### src/rtl/tx_status_elevador_8n1.sv
// 8N1 status transmitter for the elevator link.
// A packet holds a '#' header, one byte per contents-memory slot, and a LF terminator.
// Define TX_STATUS_CHECKSUM_EN to insert an XOR checksum byte before the terminator.
module tx_status_elevador_8n1 #(
  parameter int CLKS_PER_BIT = 5208,
  parameter int NUM_SLOTS    = 4
) (
  input  logic       clock,
  input  logic       reset,
  input  logic       envia,
  input  logic [1:0] andar_atual,
  input  logic [1:0] tipo_objeto,
  input  logic [1:0] destino_objeto,
  output logic [3:0] addr,
  output logic       TX,
  output logic       ocupado,
  output logic       pronto,
  output logic [3:0] db_estado
);

  localparam int CW = (CLKS_PER_BIT > 1) ? $clog2(CLKS_PER_BIT) : 1;
  localparam logic [CW-1:0] BIT_LAST = CW'(CLKS_PER_BIT - 1);
  localparam logic [4:0] LAST_SLOT = 5'(NUM_SLOTS);
`ifdef TX_STATUS_CHECKSUM_EN
  localparam logic [4:0] CHK_IDX  = 5'(NUM_SLOTS + 1);
  localparam logic [4:0] TERM_IDX = 5'(NUM_SLOTS + 2);
`else
  localparam logic [4:0] TERM_IDX = 5'(NUM_SLOTS + 1);
`endif
  localparam logic [7:0] HEADER = 8'h23;
  localparam logic [7:0] TERM   = 8'h0A;

  typedef enum logic [3:0] {
    IDLE    = 4'd0,
    START   = 4'd1,
    DADOS   = 4'd2,
    PARADA  = 4'd3,
    BUSCA   = 4'd4,
    CAPTURA = 4'd5,
    CARREGA = 4'd6,
    FIM     = 4'd7
`ifdef TX_STATUS_CHECKSUM_EN
    , CHECKSUM = 4'd8
`endif
  } state_t;

  state_t        state;
  logic [CW-1:0] bitCnt;
  logic [2:0]    bitIdx;
  logic [4:0]    byteIdx;   // 0 = header, 1..NUM_SLOTS = slots, then checksum/terminator
  logic [7:0]    shiftReg;
  logic [1:0]    andarSnap;
`ifdef TX_STATUS_CHECKSUM_EN
  logic [7:0]    chkAcc;
`endif

  logic [7:0] slotByte;
  assign slotByte  = {2'b01, tipo_objeto, destino_objeto, andarSnap};
  assign db_estado = state;

  // Packet sequencer and bit serializer; TX/addr/ocupado/pronto are set on the
  // transition into the state that owns them so each bit lasts exactly CLKS_PER_BIT.
  always_ff @(posedge clock or negedge reset) begin
    if (!reset) begin
      state     <= IDLE;
      bitCnt    <= '0;
      bitIdx    <= '0;
      byteIdx   <= '0;
      shiftReg  <= '0;
      andarSnap <= '0;
      addr      <= '0;
      TX        <= 1'b1;
      ocupado   <= 1'b0;
      pronto    <= 1'b0;
`ifdef TX_STATUS_CHECKSUM_EN
      chkAcc    <= '0;
`endif
    end else begin
      pronto <= 1'b0;
      case (state)
        IDLE: if (envia) begin
          andarSnap <= andar_atual;
          byteIdx   <= '0;
          shiftReg  <= HEADER;
          ocupado   <= 1'b1;
`ifdef TX_STATUS_CHECKSUM_EN
          chkAcc    <= '0;
`endif
          state     <= CARREGA;
        end
        CARREGA: begin
          if (byteIdx == 5'd0) begin
            shiftReg <= HEADER;
`ifdef TX_STATUS_CHECKSUM_EN
            chkAcc   <= chkAcc ^ HEADER;
`endif
            TX       <= 1'b0;
            state    <= START;
`ifdef TX_STATUS_CHECKSUM_EN
          end else if (byteIdx == CHK_IDX) begin
            state    <= CHECKSUM;
`endif
          end else if (byteIdx == TERM_IDX) begin
            shiftReg <= TERM;
            TX       <= 1'b0;
            state    <= START;
          end else begin
            addr     <= byteIdx[3:0] - 4'd1;
            state    <= BUSCA;
          end
        end
        BUSCA: state <= CAPTURA;
        CAPTURA: begin
          shiftReg <= slotByte;
`ifdef TX_STATUS_CHECKSUM_EN
          chkAcc   <= chkAcc ^ slotByte;
`endif
          TX       <= 1'b0;
          state    <= START;
        end
`ifdef TX_STATUS_CHECKSUM_EN
        CHECKSUM: begin
          shiftReg <= chkAcc;
          TX       <= 1'b0;
          state    <= START;
        end
`endif
        START: if (bitCnt == BIT_LAST) begin
          bitCnt   <= '0;
          bitIdx   <= '0;
          TX       <= shiftReg[0];
          shiftReg <= shiftReg >> 1;
          state    <= DADOS;
        end else bitCnt <= bitCnt + CW'(1);
        DADOS: if (bitCnt == BIT_LAST) begin
          bitCnt <= '0;
          if (bitIdx == 3'd7) begin
            TX    <= 1'b1;
            state <= PARADA;
          end else begin
            TX       <= shiftReg[0];
            shiftReg <= shiftReg >> 1;
            bitIdx   <= bitIdx + 3'd1;
          end
        end else bitCnt <= bitCnt + CW'(1);
        PARADA: if (bitCnt == BIT_LAST) begin
          bitCnt <= '0;
          if (byteIdx == TERM_IDX) begin
            pronto  <= 1'b1;
            ocupado <= 1'b0;
            addr    <= '0;
            state   <= FIM;
          end else begin
            byteIdx <= byteIdx + 5'd1;
            // Next byte is slot byteIdx (0-based); go fetch it directly.
            if (byteIdx < LAST_SLOT) begin
              addr  <= byteIdx[3:0];
              state <= BUSCA;
            end else state <= CARREGA;
          end
        end else bitCnt <= bitCnt + CW'(1);
        FIM: state <= IDLE;
        default: state <= IDLE;
      endcase
    end
  end

endmodule

### config.mk
export PLATFORM = sky130hd
export DESIGN_NAME = tx_status_elevador_8n1
export DESIGN_NICKNAME = d
export VERILOG_FILES = /design/src/rtl/tx_status_elevador_8n1.sv
export SDC_FILE = /design/constraint.sdc
export NUM_CORES = 1
export LEC_CHECK = 0
export CAP_MARGIN = 10
export CORE_MARGIN = 4
export CORE_UTILIZATION = 58
export CTS_CLUSTER_SIZE = 16
export DETAILED_ROUTE_END_ITERATION = 10
export PLACE_DENSITY_LB_ADDON = 0.05
export SYNTH_ARGS = -nofsm -noshare
export SYNTH_HDL_FRONTEND = slang
export SYNTH_SLANG_ARGS = --single-unit
### constraint.sdc
create_clock -name clock -period 2.9 [get_ports clock]
set_input_delay 0.435 -clock clock [delete_from_list [all_inputs] [get_ports clock]]
set_output_delay 0.435 -clock clock [all_outputs]
set_load 0.1 [all_outputs]
---- Word level (Yosys, flattened, before mapping) ----
Index checks and enable logic that the tools add are counted.
storage, ports and cells
  register bits after elaboration ......... 42
  input port bits ......................... 9
  word-level logic and storage cells ...... 96
cells by class
  add/sub/neg operators ................... 4
  $lt $le $gt $ge ......................... 1
  equal/unequal tests ..................... 21
  mux-type cells .......................... 44
  reduce and logical (&&, ||, !) cells .... 16
operators with widths
  operator                 count
  $mux W8                  6
  $mux W4                  10
  $pmux W8 S5              1
  $pmux W4 S7              1
  $ne A2 B2 Y1 const B     10
  $reduce_and A4 Y1        4
  $mux W3                  5
  $mux W5                  3
  $add A13 B1 Y13 const B  1
  $eq A13 B13 Y1 const B   1
  $mux W13                 1
  $eq A4 B3 Y1 const B     3
  $mux W1                  10
  $pmux W5 S2              1
  $reduce_and A5 Y1        2
  $eq A4 B2 Y1 const B     2
  $pmux W4 S2              1
  $ne A3 B3 Y1 const B     2
  $pmux W3 S2              1
  $reduce_and A6 Y1        1
  $reduce_bool A2 Y1       3
  $add A5 B1 Y5 const B    1
  $eq A5 B3 Y1 const B     1
  $logic_not A5 Y1         1
  other kinds (13)         14

---- Longest topological paths before layout ----
Gate-level depths: netlist (run 1).
  depth in word-level cells ............... 5
  depth in mapped cells ................... 8
  mapped depth without buffers ............ 7

---- Worst setup path after synthesis (run 1) ----
No wires, ideal clock.
  path type ............................... reg2reg
  start ................................... register state[0] (netlist: db_estado[0])
  end ..................................... register shiftReg[0]
  library setup time ...................... 0.125 ns
  data arrival time ....................... 2.541 ns
  required time ........................... 2.775 ns
  slack ................................... 0.234 ns
  stages on the path, launching flop included .. 6
  buffers on the path ..................... 1
  clock period less this slack ............ 2.666 ns
  cell sequence ........................... dfrtp_1 > ha_1 > clkbuf_1 > nor2_1 > o311ai_2 > mux2_2
between the ends
  word-level cells in the longest chain between the ends .. 3
ends and longest elaborated chain
  what                                            line  source
  start, declared                                 47    state_t state;
  start signal, assigned                          65    state <= IDLE;
  start signal, assigned                          89    state <= CARREGA;
  start signal, assigned                          98    state <= START;
  $eq A4 B3 Y1 (tied with other cells)            80    case (state)
  $ne A3 B3 Y1 (no line) (tied with other cells)  -
  $reduce_and A6 Y1 (no line)                     -
  end signal, assigned                            114   shiftReg <= slotByte;
  end signal, assigned                            132   shiftReg <= shiftReg >> 1;
  end signal, assigned                            142   shiftReg <= shiftReg >> 1;
  end, declared                                   51    logic [7:0] shiftReg;
Several ways; a longest one is shown, not always the timed one.
A chain may end at the register's enable or synchronous reset.

---- Final worst setup path (run 1) ----
  start ................................... register state[0] (netlist: db_estado[0])
  end ..................................... register shiftReg[4]
The elaborated chain is that of the path after synthesis.

==> impl_metrics.py, run 1 <==
metrics = {
    "cts": {
        "clock-sinks": 40,
        "clkTransAtPathRegs_ns": 0.08,
        "cts_resized": 0,
        "clk_latency_ns": 0.29,
        "postCtsHoldBufs": 0,
        "cts_buffer_depth": 2,
        "cts_htree_levels": 2,
        "cts_made_buffers": 5,
        "cts_tree": "done",
        "cts_root_buf": "clkbuf_8",
        "postCtsSetupBuffers": 0,
    },
    "synth": {
        "netlist_area_mm2": 0.00236,
        "ys_seq_area_share_pct": 42.4,
        "yosysWarnings": 0,
        "yosysTopAreaCell": "dfrtp_1",
        "syn-num-nets": 265,
        "ys_types": 49,
        "synth_edf_count": 0,
        "synth_area_leaders": "dfrtp_1 (41%), ha_1 (5.8%), mux2_2 (5.7%)",
        "syn_avg_cell_area_um2": 9.64,
        "synthFlopType": "dfrtp_1",
        "synthCells": 245,
        "synth_top_cell_area_share_pct": 41.3,
        "synthArstFlopShare_pct": 100,
        "ys_seq_elements": 40,
    },
    "sta": {
        "rsz0062_at_grt": "false",
        "relSlewSlack_pct": 43.4,
        "slew_viol_final": 0,
        "finalCritPeriodShare_pct": 79.1,
        "setup_viol": 0,
        "fin_ws_ns": 0.606,
        "worst_pin_slew_ns": 0.849,
        "fin_tns_setup_ns": 0,
        "fin_skew_ns": 0.00427,
        "finalHoldViolations": 0,
        "fin_crit_ns": 2.29,
        "clock.fmax_mhz": 436,
    },
    "floorplanning": {
        "rows": 22,
        "initial_core_util_pct": 62.2,
        "dieArea_mm2": 0.00516,
        "die_x_um": 71.8,
        "ios": 20,
        "core_mm2": 0.00380,
        "die_y_um": 71.8,
    },
    "worst_setup_path": {
        "cp_data_arrival_time_ns": 2.47,
        "endpoint": "shiftReg[4]",
        "cp-end-kind": "register",
        "crit_path_start_kind": "register",
        "crit_fanout": 13,
        "path_class": "reg2reg",
        "worstPathRequired_ns": 3.08,
        "r2r_start": "db_estado[0]",
        "startpoint": "db_estado[0]",
        "reg2reg_depth": 5,
        "r2r_end": "shiftReg[4]",
        "r2r_slack_ns": 0.61,
    },
    "detailed_routing": {
        "via_count": 1769,
        "finalWirelength_mm": 4.61,
        "firstDrtPassIters": 4,
        "drc": 0,
        "routed_via_density": 5.65,
        "ant_nets": 0,
        "wl_per_cell_um": 14.7,
        "drt_iter0_drc": 106,
    },
    "pwr": {
        "p_leak_nw": 1.28,
        "power.total_w": 0.000965,
        "cellPowerDensity_mw_per_mm2": 364,
        "ir_worst_vdd_uv": 217,
    },
    "worst_hold_path": {
        "hold_path_class": "in2async",
    },
    "finish": {
        "area_growth_pct": 12.4,
        "instances_no_fill": 313,
        "final_nets": 284,
        "final_common_cell": "dfrtp_1",
        "num_antenna_cells": 0,
        "drive_above_1_share_pct": 17.4,
        "final_cell_mix": "dfrtp_1 (39), nand2_1 (27), nor2_1 (25)",
        "final_util_pct": 69.9,
    },
    "placed_design": {
        "portBuffers": 18,
        "dp.cells": 305,
        "globalplace.congestion": 0.831,
        "dp_slack_ns": 0.620,
        "dpl.hpwl_mm": 3.48,
    },
    "grt": {
        "grt_max_degree": 41,
        "grt_pass1_vias": 1692,
        "grt_usage_pct": 19.4,
        "antenna_found_initial": 0,
        "overflow": 0,
        "grt_pass1_wl_mm": 7.91,
    },
    "job": {
        "maxCapViolCount": 0,
    },
    "run_status": {
        "status": "finished, final reports clean",
    },
}
-- metal layers --
metal  GRT usage, %  wire length [µm]  vias to the layer above
met1           25.6              2150                      835
met4           6.89                32                        0
met5              0                 0                        -
met2           31.9              2210                       41
met3           3.51               220                        4
li1               -                 -                      889
-- kinds of logic after synthesis --
group                    Yosys count  share of synthesized area [%]
AO/OA/AOI/OAI                     40                           11.4
XOR/XNOR                          14                           5.19
adder cells (fa/ha/maj)           11                           5.83
buffers and inverters             18                           3.13
flip-flops                        40                           42.4
multiplexers                      20                           9.32
other                              1                          0.159
AND/OR/NAND/NOR                  101                           22.6
-- critical path, cell delays in order, from the launching register on --
cell and delay [ns]:
dfrtp_1 0.43, inv_1 0.13, ha_1 0.41, nor2_1 0.20, o311ai_2 0.60, mux2_2 0.41
-- power by group --
part | total (W) | switching, W | internal, W | leakage [nW]
Combinational | 0.0000264 | 0.0000174 | 0.00000894 | 0.701
Clock | 0.000382 | 0.000192 | 0.000190 | 0.0510
Sequential | 0.000557 | 0 | 0.000557 | 0.525
Total | 0.000965 | 0.000209 | 0.000756 | 1.28
-- sequential cells by signal, summed over array words and instances, names as in the netlist, 2 cells and up --
register	cells
bitCnt	13
shiftReg	7
byteIdx	5
addr	4
bitIdx	3
db_estado	3
andarSnap	2
-- cells in the mapped netlist, types with 2 or more instances --
cell type	count
ha_1	11
o211ai_1	3
xor2_1	8
nand2b_1	9
mux2_2	12
nand2_1	27
a21boi_0	2
nand3_1	8
o21ai_0	13
nor2_1	25
nor3_1	5
nand4_1	2
mux2_1	4
nor3b_1	2
nor4_1	2
dfrtp_1	39
a22oi_1	2
buf_2	2
a211oi_1	4
xnor2_1	6
a21oi_1	6
mux2i_1	4
a311o_1	3
or2_2	2
nor2b_1	4
inv_1	7
and3_1	4
clkbuf_1	8
-- through the flow --
stage          instance area, µm²  hold WS (ns)
6_report                     2660         0.244
5_1_grt                      2660         0.299
4_1_cts                      2660         0.282
3_5_place_dp                 2560         0.465
3_3_place_gp                 2560         0.455
2_1_floorplan                2360         0.139
-- how the worst min path moves through the flow --
stage | startpoint | endpoint | slack [ns] | depth (start not counted)
detailed placement | bitIdx[1] | bitIdx[1] | 0.47 | 2
floorplan | reset | addr[0] | 0.14 | 0
global placement | bitIdx[2] | bitIdx[2] | 0.45 | 2
global route | reset | pronto | 0.30 | 1
CTS | reset | pronto | 0.28 | 1
finish | reset | byteIdx[2] | 0.24 | 1
-- final cells by class --
| type | count | area (µm²) |
|---|---|---|
| Clock buffer | 6 | 82.6 |
| Clock inverter | 2 | 10.0 |
| Fill cell | 290 | 1140 |
| Inverter | 7 | 26.3 |
| Multi-Input combinational cell | 187 | 1290 |
| Sequential cell | 40 | 1000 |
| Tap cell | 48 | 60.1 |
| Timing Repair Buffer | 23 | 188 |
(Power assumes the default switching activity.)
==> run 2, diff against run 1 <==
==> constraint.sdc (replaced) <==
create_clock -name clock -period 2.3 [get_ports clock]
set_input_delay 0.345 -clock clock [delete_from_list [all_inputs] [get_ports clock]]
set_output_delay 0.345 -clock clock [all_outputs]
set_load 0.1 [all_outputs]
==> impl_metrics.py, run 2 (synthesis gave the netlist of run 1 again) <==
metrics = {
    "worst_setup_path": {
        "r2r_slack_ns": 0.14,
        "crit_path_start_kind": "register",
        "cp-end-kind": "register",
        "path_class": "reg2reg",
        "r2r_start": "db_estado[0]",
        "crit_fanout": 10,
        "reg2reg_depth": 6,
        "worstPathRequired_ns": 2.48,
        "cp_data_arrival_time_ns": 2.34,
        "r2r_end": "shiftReg[0]",
    },
    "detailed_routing": {
        "wl_per_cell_um": 14.8,
        "via_count": 1819,
        "finalWirelength_mm": 4.75,
        "drt_iter0_drc": 92,
        "routed_via_density": 5.68,
        "drc": 0,
        "firstDrtPassIters": 4,
        "ant_nets": 0,
    },
    "pwr": {
        "ir_worst_vdd_uv": 363,
        "p_leak_nw": 1.34,
        "cellPowerDensity_mw_per_mm2": 547,
    },
    "floorplanning": {
        "initial_core_util_pct": 62.2,
        "core_mm2": 0.00380,
        "ios": 20,
        "rows": 22,
        "die_x_um": 71.8,
        "die_y_um": 71.8,
        "dieArea_mm2": 0.00516,
    },
    "grt": {
        "grt_usage_pct": 20.1,
        "grt_pass1_wl_mm": 8.19,
        "grt_max_degree": 27,
        "antenna_found_initial": 0,
        "overflow": 0,
        "grt_pass1_vias": 1737,
    },
    "cts": {
        "clock-sinks": 40,
        "cts_root_buf": "clkbuf_8",
        "clkTransAtPathRegs_ns": 0.08,
        "cts_tree": "done",
        "cts_htree_levels": 2,
        "cts_made_buffers": 5,
        "cts_buffer_depth": 2,
        "clk_latency_ns": 0.30,
    },
    "run_status": {
        "status": "finished, final reports clean",
    },
    "placed_design": {
        "globalplace.congestion": 0.858,
        "dpl.hpwl_mm": 3.53,
        "dp.cells": 312,
        "portBuffers": 18,
    },
    "sta": {
        "relSlewSlack_pct": 63.6,
        "fin_skew_ns": 0.00991,
        "finalCritPeriodShare_pct": 93.9,
        "fin_crit_ns": 2.16,
        "worst_pin_slew_ns": 0.545,
        "setup_viol": 0,
        "clock.fmax_mhz": 463,
        "rsz0062_at_grt": "false",
        "fin_tns_setup_ns": 0,
        "finalHoldViolations": 0,
        "slew_viol_final": 0,
    },
    "finish": {
        "nFillCells": 289,
        "drive_above_1_share_pct": 21.0,
        "instances_no_fill": 320,
        "final_common_cell": "dfrtp_1",
        "largestRegisters": "bitCnt (13), shiftReg (7), byteIdx (5)",
        "num_antenna_cells": 0,
        "regMostFlops": "bitCnt",
        "final_nets": 291,
        "largest_register_ffs": 13,
        "area_growth_pct": 18.5,
        "final_cell_mix": "dfrtp_1 (36), nand2_1 (27), nor2_1 (25)",
    },
    "worst_hold_path": {
        "hold_path_class": "in2async",
    },
    "job": {
        "maxCapViolCount": 0,
    },
}
run 2: cell types whose count changed in the layout (fill, tap and decap cells not counted):
cell       before  now
buf_4          15   22
bufinv_16       0    3
dfrtp_1        39   36
clkinv_2        2    0
dfrtp_4         0    2
clkbuf_8        6    5
dfrtp_2         0    1
nor4bb_1        1    0
nor4bb_2        0    1
o311ai_2        1    0
o311ai_4        0    1
run 2: critical path: stages, from the launching register on:
cell      delay (ns)
dfrtp_4         0.44
inv_1           0.07
ha_1            0.32
nor2_1          0.44
a21oi_1         0.19
o311ai_4        0.19
mux2_2          0.39
run 2: per-layer routing:
metal	GRT usage [%]	vias to the layer above	routed length (µm)	share of wire, %
met4	5.85	0	69	1.5
met1	28.9	863	2320	49
met3	4.91	8	192	4.0
met2	29.9	38	2160	46
met5	0	-	0	0
li1	-	910	-	-
run 2: final cells by class:
cell class | count | area (µm²) | share of cell area (%)
inverters | 7 | 26.3 | 0.939
clock buffers | 5 | 68.8 | 2.46
multi-input cells | 187 | 1300 | 46.5
flip-flops and latches | 40 | 1010 | 36.1
repair buffers | 30 | 240 | 8.58
clock inverters | 3 | 90.1 | 3.22
well taps | 48 | 60.1 | 2.15
run 2: report_power, final:
group          internal [W]   total, W  switching (W)  leakage (nW)
clock network      0.000543   0.000793       0.000250        0.0784
logic             0.0000123  0.0000349      0.0000226         0.740
registers          0.000703   0.000703              0         0.522
total               0.00126    0.00153       0.000273          1.34
run 2: worst max path at each step:
stage	start	to	slack, ns	cells after the start
2_1_floorplan	db_estado[1]	shiftReg[0]	0.04	7
3_3_place_gp	bitCnt[8]	addr[1]	0.20	5
3_5_place_dp	byteIdx[1]	addr[2]	0.19	7
4_1_cts	db_estado[0]	shiftReg[0]	0.15	6
5_1_grt	db_estado[0]	shiftReg[3]	0.003	6
6_report	db_estado[0]	shiftReg[0]	0.14	6
run 2: what timing repair did:
action | in CTS | in global routing
buffers inserted | 0 | 0
resized for setup | 0 | 1
setup endpoints to repair | 0 | 4
hold buffers | 0 | 0
run 2: metrics by stage:
step	setup slack, ns	util, %	power, W	area, µm²	hold slack (ns)
3_5_place_dp	0.188	69.3	0.000753	2630	0.363
6_report	0.139	73.7	0.00153	2800	0.0228
2_1_floorplan	0.0422	-	0.000726	2380	0.0494
4_1_cts	0.155	73.5	0.00155	2790	0.0396
3_3_place_gp	0.204	69.3	0.000753	2630	0.361
5_1_grt	0.00256	73.7	0.00158	2800	0.0640
